## src/rtl/spi_midi_tx.sv

```systemverilog
// spi_midi_tx: SPI mode-0 master that shifts out 3-byte MIDI messages MSB-first.
// A message is taken over a valid/ready handshake. Each byte is sent as 8 bits.
// Each bit has a low phase and a high phase of CLK_DIV cycles each.
// Between bytes of one message, sclk is held low for BYTE_GAP cycles.
// There is no chip-select: the receiver frames by counting bytes.
// Every output is driven straight from a flop.
module spi_midi_tx #(
   parameter int CLK_DIV  = 4,
   parameter int BYTE_GAP = 8,
   parameter int CNT_W    = 8
) (
   input  logic        i_clk,
   input  logic        i_reset_b,
   input  logic [23:0] i_msg,
   input  logic        i_valid,
   output logic        o_ready,
   output logic        o_spi_sclk,
   output logic        o_spi_mosi,
   output logic        o_busy,
   output logic        o_done,
   output logic [1:0]  o_byte_counter
);

   localparam logic [1:0] ST_IDLE = 2'd0;
   localparam logic [1:0] ST_LOW  = 2'd1;
   localparam logic [1:0] ST_HIGH = 2'd2;
   localparam logic [1:0] ST_GAP  = 2'd3;

   // Terminal counts for the shared divider / gap counter.
   localparam logic [CNT_W-1:0] HALF_LAST = CNT_W'(CLK_DIV - 1);
   localparam logic [CNT_W-1:0] GAP_LAST  = (BYTE_GAP > 0) ? CNT_W'(BYTE_GAP - 1) : '0;

   logic [1:0]       state;
   logic [CNT_W-1:0] cnt;
   logic [2:0]       bit_cnt;
   // Holds the bits that remain after the one currently on mosi.
   logic [22:0]      shreg;

   logic accept;
   logic half_end;
   logic gap_end;
   logic bit_end;
   logic byte_end;
   logic msg_end;

   // Decode of phase and frame boundaries, shared by every register block below.
   // NOTE: each signal gets a default value first in always_comb. Then no path
   //       leaves a signal unassigned, and so no latch is inferred.
   always_comb begin
      accept   = 1'b0;
      half_end = 1'b0;
      gap_end  = 1'b0;
      bit_end  = 1'b0;
      byte_end = 1'b0;
      msg_end  = 1'b0;
      accept   = (state == ST_IDLE) && i_valid;
      half_end = (cnt == HALF_LAST);
      gap_end  = (cnt == GAP_LAST);
      bit_end  = (state == ST_HIGH) && half_end;
      byte_end = bit_end && (bit_cnt == 3'd7);
      msg_end  = byte_end && (o_byte_counter == 2'd2);
   end

   // Phase sequencer: IDLE -> (LOW -> HIGH) x 8 -> GAP -> ... -> IDLE.
   // NOTE: sequential state uses non-blocking assignments only. Then every
   //       flop samples its inputs from before the edge, whatever order the blocks run in.
   always_ff @(posedge i_clk or negedge i_reset_b) begin
      if (!i_reset_b) begin
         state <= ST_IDLE;
         cnt   <= '0;
      end else begin
         case (state)
            ST_IDLE: begin
               cnt <= '0;
               if (accept) begin
                  state <= ST_LOW;
               end
            end
            ST_LOW: begin
               if (half_end) begin
                  cnt   <= '0;
                  state <= ST_HIGH;
               end else begin
                  cnt <= cnt + 1'b1;
               end
            end
            ST_HIGH: begin
               if (half_end) begin
                  cnt <= '0;
                  if (msg_end) begin
                     state <= ST_IDLE;
                  end else if (byte_end && (BYTE_GAP > 0)) begin
                     state <= ST_GAP;
                  end else begin
                     state <= ST_LOW;
                  end
               end else begin
                  cnt <= cnt + 1'b1;
               end
            end
            ST_GAP: begin
               if (gap_end) begin
                  cnt   <= '0;
                  state <= ST_LOW;
               end else begin
                  cnt <= cnt + 1'b1;
               end
            end
            default: begin
               cnt   <= '0;
               state <= ST_IDLE;
            end
         endcase
      end
   end

   // Serializer: load on accept, shift at the end of each high phase, park mosi low when done.
   always_ff @(posedge i_clk or negedge i_reset_b) begin
      if (!i_reset_b) begin
         shreg      <= '0;
         bit_cnt    <= '0;
         o_spi_mosi <= 1'b0;
      end else if (accept) begin
         shreg      <= i_msg[22:0];
         bit_cnt    <= '0;
         o_spi_mosi <= i_msg[23];
      end else if (msg_end) begin
         shreg      <= '0;
         bit_cnt    <= '0;
         o_spi_mosi <= 1'b0;
      end else if (bit_end) begin
         // The next bit goes onto mosi on the same edge that sclk falls.
         o_spi_mosi <= shreg[22];
         shreg      <= {shreg[21:0], 1'b0};
         bit_cnt    <= bit_cnt + 3'd1;
      end
   end

   // SPI clock: rises when a low phase ends and falls when a high phase ends. It idles low.
   always_ff @(posedge i_clk or negedge i_reset_b) begin
      if (!i_reset_b) begin
         o_spi_sclk <= 1'b0;
      end else if ((state == ST_LOW) && half_end) begin
         o_spi_sclk <= 1'b1;
      end else if (bit_end) begin
         o_spi_sclk <= 1'b0;
      end
   end

   // Byte index: steps after bit 7 of bytes 0 and 1, and returns to 0 with the last byte.
   always_ff @(posedge i_clk or negedge i_reset_b) begin
      if (!i_reset_b) begin
         o_byte_counter <= 2'd0;
      end else if (accept || msg_end) begin
         o_byte_counter <= 2'd0;
      end else if (byte_end) begin
         o_byte_counter <= o_byte_counter + 2'd1;
      end
   end

   // Handshake and status flags. ready comes back in the same cycle as done,
   // so a message can be accepted back-to-back.
   always_ff @(posedge i_clk or negedge i_reset_b) begin
      if (!i_reset_b) begin
         o_ready <= 1'b1;
         o_busy  <= 1'b0;
         o_done  <= 1'b0;
      end else begin
         o_done <= msg_end;
         if (accept) begin
            o_ready <= 1'b0;
            o_busy  <= 1'b1;
         end else if (msg_end) begin
            o_ready <= 1'b1;
            o_busy  <= 1'b0;
         end
      end
   end

endmodule
```

## config.mk

```make
export PLATFORM = sky130hd
export DESIGN_NAME = spi_midi_tx
export DESIGN_NICKNAME = d
export VERILOG_FILES = /design/src/rtl/spi_midi_tx.sv
export SDC_FILE = /design/constraint.sdc
export NUM_CORES = 1
export LEC_CHECK = 0
export ABC_CLOCK_PERIOD_IN_PS = 2500
export BUFFER_PORTS_ARGS = -buffer_cell sky130_fd_sc_hd__buf_2
export CAP_MARGIN = 20
export CELL_PAD_IN_SITES_DETAIL_PLACEMENT = 0
export CELL_PAD_IN_SITES_GLOBAL_PLACEMENT = 1
export CORE_ASPECT_RATIO = 1.25
export CORE_MARGIN = 4
export CORE_UTILIZATION = 43
export CTS_CLUSTER_DIAMETER = 40
export DETAILED_ROUTE_END_ITERATION = 10
export PLACE_DENSITY = 0.82
export SLEW_MARGIN = 10
export SYNTH_ARGS = -nofsm -noshare
export SYNTH_HDL_FRONTEND = slang
export SYNTH_SLANG_ARGS = --single-unit
```

## constraint.sdc

```tcl
create_clock -name i_clk -period 2.5 [get_ports i_clk]
set_clock_uncertainty 0.1 [all_clocks]
set_input_delay 0.625 -clock i_clk [delete_from_list [all_inputs] [get_ports i_clk]]
set_output_delay 0.625 -clock i_clk [all_outputs]
set_load 0.1 [all_outputs]
```

==> flow_summary_export.csv, run 1 <==
group,metric,value,unit
yosys,synth_edf_count,0,
timing,tightestPinTransition,0.542,ns
die,core_region_area,4830,sq um
grt,overflow,0,
yosys,ys_ff_latch,43,
setup_path,start_kind,"flop",
timing,finalCritPeriodShare,78.6,%
setup_path,cp_max_fo,2,
power,leakage,1.19,nW
yosys,synth_top_family_by_area,"simple AND/OR/NAND/NOR gates",
layout,fin_area,2500,sq um
timing,max_freq,509,MHz
route,wl,4570,um
placed_design,globalplace.congestion,0.767,
placed_design,io_buffers,33,
clock_network,h-tree-depth,2,
clock_network,clkLatencyLatePin,0.30,ns
die,floorplan.die_area,6280,sq um
yosys,post_synth_fa_ha_maj_area_fraction,4.59,%
layout,final_cell_count_no_fill,332,
clock_network,postCtsHoldBufs,0,
yosys,dominantRegCellSynth,"dfrtp_1",
yosys,ys_seq_area_share,49.4,%
timing,finalSetupViolations,0,
grt,grt_max_degree,44,
setup_path,crit_chain,"buf_2",
yosys,synth_compound_area_share,11.4,%
yosys,synth.distinct_cells,33,
power,power.density,932,nW/um^2
clock_network,cts_tree,"yes",
setup_path,path_buf_inv,1,
layout,num_antenna_cells,0,
flow_run,cap_violations,0,
clock_network,clockRootBuffer,"clkbuf_8",
setup_path,slowest_stage,"dfstp_2",
layout,drive_gt1_share,19.9,%
layout,nFillCells,479,
setup_path,slowest_delay,0.53,ns
clock_network,clkSinkCount,43,
clock_network,cts-buffers-inserted,5,
placed_design,place_inst,324,
route,route.antenna.remaining_nets,0,
die,die_h,87.6,um
yosys,synth_area_per_cell,9.20,sq um
clock_network,clock_path_buffers,2,
route,drt_pass1_iterations,4,
layout,area_delta_synth_final,14.6,%
placed_design,placed_area,2400,sq um
timing,setup_ws,0.534,ns
layout,mostFrequentLayoutCell,"dfrtp_1",
layout,final_cell_mix,"dfrtp_1, nand2_1, nor2_1, buf_2, nand3_1",
timing,tns,0,ns
setup_path,crit_path_end_kind,"output pin",
die,placement_rows,28,
route,dr_total_vias,1774,
clock_network,clkSlewWorstSetupHoldPaths,0.09,ns
worst_hold_path,hold_path_class,"in -> async",
setup_path,critPathKind,"reg -> out",
timing,rsz0062_at_grt,"no",
route,routedWlPerCell,13.8,um
layout,final_util,51.7,%
clock_network,cts_resized,0,
grt,antenna_found_initial,0,
timing,period_needed,1.97,ns
yosys,ys_warn_count,0,
grt,grt_pass1_wl,7940,um
setup_path,arrival,1.24,ns
placed_design,pre_cts_ws,0.600,ns
yosys,synthMuxAreaShare,1.49,%
timing,slew_viol_final,0,
setup_path,crit_required,1.77,ns
placed_design,hpwl,3100,um
route,first_iter_violations,102,
setup_path,critical-path-top-delay-family,"flip-flops",
die,initial_core_util,45.1,%
yosys,syn_inst,237,
power,peakVddDrop,631,uV
die,pin_count,34,
timing,hold_viol_final,0,
run_status,status,"complete, no violations",
yosys,synth-xor-area-share,2.01,%
route,remaining_drc_errors,0,
grt,grt_pass1_vias,1729,
die,dieWidth,71.7,um
route,via_per_inst,5.34,
layout,final_nets,306,
yosys,yosys.area_share.simple,26.8,%
yosys,async_reset_ff_share,100,%
timing,slew_headroom,63.9,%
grt,grtUsageTotal,15.8,%
yosys,syn_area,2180,sq um
clock_network,cts_setup_buffers,0,
yosys,synth.net_count,272,
[state kept, by name, summed over array words and instances, names as in the netlist]
name and flops:
o_ready 1, bit_cnt 3, shreg 23, o_spi_sclk 1
o_busy 1, cnt 8, o_spi_mosi 1, o_done 1
state 2, o_byte_counter 2
[report_power, final]
group / internal (mW) / switching, mW
registers: 0.920 / 0.129
clock network: 0.252 / 0.237
logic: 0.297 / 0.493
total: 1.47 / 0.860
[cell type report]
cell class / instances / area [sq um] / share of cell area [%]
Sequential cell: 43 / 1080 / 43.1
Multi-Input combinational cell: 176 / 1010 / 40.4
Timing Repair Buffer: 40 / 218 / 8.71
Clock buffer: 8 / 100 / 4.01
Tap cell: 60 / 75.1 / 3.00
Inverter: 5 / 18.8 / 0.751
[synth_stat cells, types with 3 or more instances]
cell type / n / area (sq um)
and3_1: 3 / 18.8
nor2b_1: 6 / 37.5
nand3_1: 30 / 150
inv_1: 5 / 18.8
nand2_1: 35 / 131
a31oi_1: 24 / 150
buf_6: 3 / 33.8
a21oi_1: 7 / 35.0
o21ai_0: 3 / 15.0
dfrtp_1: 42 / 1050
nor2_1: 33 / 124
ha_1: 8 / 100
xor2_1: 5 / 43.8
clkbuf_1: 9 / 33.8
[path summary, 6_finish.rpt]
kind	start	end	slack [ns]	cells after the start
max in group asynchronous	i_reset_b	o_ready	1.63	2
min	i_reset_b	shreg[18]	0.29	2
max	o_ready	o_ready	0.53	1
min reg2reg	o_spi_sclk	o_spi_sclk	0.38	2
max reg2reg	cnt[0]	o_byte_counter[0]	0.59	6
min in group i_clk	o_spi_sclk	o_spi_sclk	0.38	2
[per-stage QoR]
step | total power, mW | hold slack (ns)
2_1_floorplan | 1.66 | 0.229
3_5_place_dp | 1.86 | 0.365
6_report | 2.33 | 0.293
5_1_grt | 2.51 | 0.339
3_3_place_gp | 1.85 | 0.367
4_1_cts | 2.35 | 0.314
[cell families after synthesis]
family,after synthesis
xor+xnor,5
mux,3
buf+inv,18
compound gates,40
simple gates,120
flops,43
fa+ha+maj,8
[layer usage]
layer / GRT usage [%] / part of all wire [%] / vias up / wire length, um
met4: 6.32 / 1.5 / 0 / 70
li1: - / - / 888 / -
met1: 20.8 / 47 / 850 / 2140
met3: 3.33 / 4.6 / 6 / 209
met2: 25.3 / 47 / 30 / 2150
met5: 0 / 0 / - / 0
No activity file was read; power rests on OpenSTA's default activity.
==> run 2, diff against run 1 <==
--- a/config.mk
+++ b/config.mk
@@ -5,7 +5,7 @@
 export SDC_FILE = /design/constraint.sdc
 export NUM_CORES = 1
 export LEC_CHECK = 0
-export ABC_CLOCK_PERIOD_IN_PS = 2500
+export ABC_CLOCK_PERIOD_IN_PS = 1850
 export BUFFER_PORTS_ARGS = -buffer_cell sky130_fd_sc_hd__buf_2
 export CAP_MARGIN = 20
 export CELL_PAD_IN_SITES_DETAIL_PLACEMENT = 0
==> constraint.sdc (replaced) <==
create_clock -name i_clk -period 1.85 [get_ports i_clk]
set_clock_uncertainty 0.1 [all_clocks]
set_input_delay 0.4625 -clock i_clk [delete_from_list [all_inputs] [get_ports i_clk]]
set_output_delay 0.4625 -clock i_clk [all_outputs]
set_load 0.1 [all_outputs]
==> run 2 against run 1 <==
Effect of this change:
- cell count grew 4.5%
- largest cell class is now multi-input combinational cells
- critical endpoint is now shreg[21]
- first-iteration DRC count rose by 22%
- wire length grew 11%
- non-clock buffer count rose by 15
- the run now ends with negative setup slack left
- sequential share of layout area down 4.4 points
- critical path depth is 7 higher
- sequential power is 37% higher
==> flow_summary_export.csv, run 2 (synthesis gave the netlist of run 1 again) <==
group,metric,value,unit
layout,final_cell_mix,"dfrtp_1, nor2_1, nand2_1, buf_2",
layout,regMostFlops,"shreg",
die,pin_count,34,
setup_path,crit_cells,8,
route,dr_total_vias,1834,
setup_path,worst_r2r_path_depth,8,
setup_path,crit_path_end_kind,"flop",
layout,largest_register_ffs,23,
timing,finalSetupViolations,19,
route,via_per_inst,5.29,
die,die_h,87.6,um
timing,setup_ws,-0.0480,ns
grt,grt_pass1_wl,8460,um
power,leakage,1.31,nW
power,peakVddDrop,775,uV
timing,slew_headroom,66.5,%
setup_path,crit_chain,"inv_2, ha_4, nand2_2, nor4b_4, buf_4, clkbuf_16, nand3_1, a31oi_1",
die,floorplan.die_area,6280,sq um
placed_design,hpwl,3430,um
timing,finalCritPeriodShare,103,%
layout,num_antenna_cells,0,
route,first_iter_violations,124,
grt,grt_pass1_vias,1776,
setup_path,crit_required,1.96,ns
grt,grt_max_degree,51,
grt,grtUsageTotal,17.0,%
placed_design,globalplace.congestion,0.875,
timing,rsz0062_at_grt,"yes",
setup_path,crit_start,"state[0]",
run_status,status,"complete, but fails checks",
layout,drive_gt1_share,31.4,%
setup_path,critPathKind,"reg -> reg",
layout,final_nets,321,
timing,hold_viol_final,0,
grt,overflow,0,
route,route.antenna.remaining_nets,0,
timing,period_needed,1.90,ns
power,power.density,1160,nW/um^2
timing,max_freq,527,MHz
clock_network,clockRootBuffer,"clkbuf_8",
timing,tns,-0.370,ns
clock_network,clock_path_buffers,2,
die,dieWidth,71.7,um
worst_hold_path,hold_path_class,"in -> async",
setup_path,path_buf_inv,3,
layout,reg.largest.list,"shreg: 23 flops, cnt: 8 flops, bit_cnt: 3 flops",
run_status,violations,"negative setup slack",
die,placement_rows,28,
clock_network,clkSinkCount,43,
grt,antenna_found_initial,0,
flow_run,cap_violations,0,
clock_network,cts-buffers-inserted,5,
layout,area_delta_synth_final,28.3,%
clock_network,clkSlewWorstSetupHoldPaths,0.08,ns
setup_path,arrival,2.00,ns
route,drt_pass1_iterations,5,
setup_path,critical-path-top-delay-family,"simple AND/OR/NAND/NOR gates",
layout,mostFrequentLayoutCell,"dfrtp_1",
setup_path,worstReg2RegStart,"state[0]",
clock_network,clkLatencyLatePin,0.29,ns
timing,tightestPinTransition,0.490,ns
setup_path,cp_max_fo,7,
setup_path,start_kind,"flop",
clock_network,h-tree-depth,2,
setup_path,slowest_delay,0.42,ns
layout,nFillCells,432,
die,core_region_area,4830,sq um
die,initial_core_util,45.1,%
setup_path,slowest_stage,"dfrtp_1",
route,remaining_drc_errors,0,
power,p_total,3.25,mW
route,wl,5070,um
placed_design,io_buffers,33,
timing,slew_viol_final,0,
clock_network,cts_tree,"yes",
route,routedWlPerCell,14.6,um
run 2: cell types whose count changed in the layout (fill, tap and decap cells not counted), moves of 5 or more:
cell     before  now
nand3_1      30   24
buf_4         7   15
nand3_2       0    5
buf_12        0    5
run 2: repair_timing:
action                                  4_1_cts  5_1_grt
pin swaps                                     0       22
endpoints found under the setup margin        2       32
buffers inserted                              0        5
cloned                                        0        3
hold buffers                                  0        0
resized for setup                             1       24
run 2: worst reg2reg max path: cells and delay by family, from the launching register on:
kind / cells / cell delay [ns]
buf+inv: 3 / 0.47
flops: 1 / 0.42
fa+ha+maj: 1 / 0.16
simple gates: 3 / 0.49
compound gates: 1 / 0.18
run 2: cell type report:
type,count,area (sq um),area share [%]
Multi-Input combinational cell,176,1110,39.6
Inverter,5,18.8,0.671
Tap cell,60,75.1,2.68
Clock buffer,7,76.3,2.73
Clock inverter,1,5.00,0.179
Timing Repair Buffer,55,434,15.5
Sequential cell,43,1080,38.7
run 2: final timing paths:
| path | end | slack, ns |
|---|---|---|
| setup / recovery | shreg[21] | -0.05 |
| hold / removal | shreg[2] | 0.02 |
| setup reg to reg | shreg[21] | -0.05 |
| hold reg to reg | o_busy | 0.39 |
| max in group asynchronous | o_ready | 1.07 |
| min in group i_clk | shreg[0] | 0.30 |
run 2: power by group:
part	total, mW	switching (mW)	internal, mW	leakage [nW]
Combinational	1.23	0.723	0.508	0.762
Clock	0.574	0.309	0.265	0.0422
Sequential	1.44	0.199	1.24	0.503
run 2: stage by stage:
stage / instances / hold WS [ns] / area (sq um) / utilization [%] / setup slack, ns
2_1_floorplan: 237 / 0.0669 / 2180 / - / 0.00639
3_3_place_gp: 331 / 0.346 / 2520 / 52.1 / 0.0107
3_5_place_dp: 331 / 0.350 / 2520 / 52.1 / -0.0243
4_1_cts: 339 / 0.0254 / 2600 / 53.9 / -0.00667
5_1_grt: 347 / 0.0405 / 2800 / 57.9 / -0.143
6_report: 347 / 0.0184 / 2800 / 57.9 / -0.0480
run 2: metal layers:
layer	global-route usage [%]	share of wire (%)	routed length (um)
met1	21.5	43	2170
met3	4.48	5.3	269
met5	0	0	0
met4	6.32	1.4	70
met2	28.0	50	2560
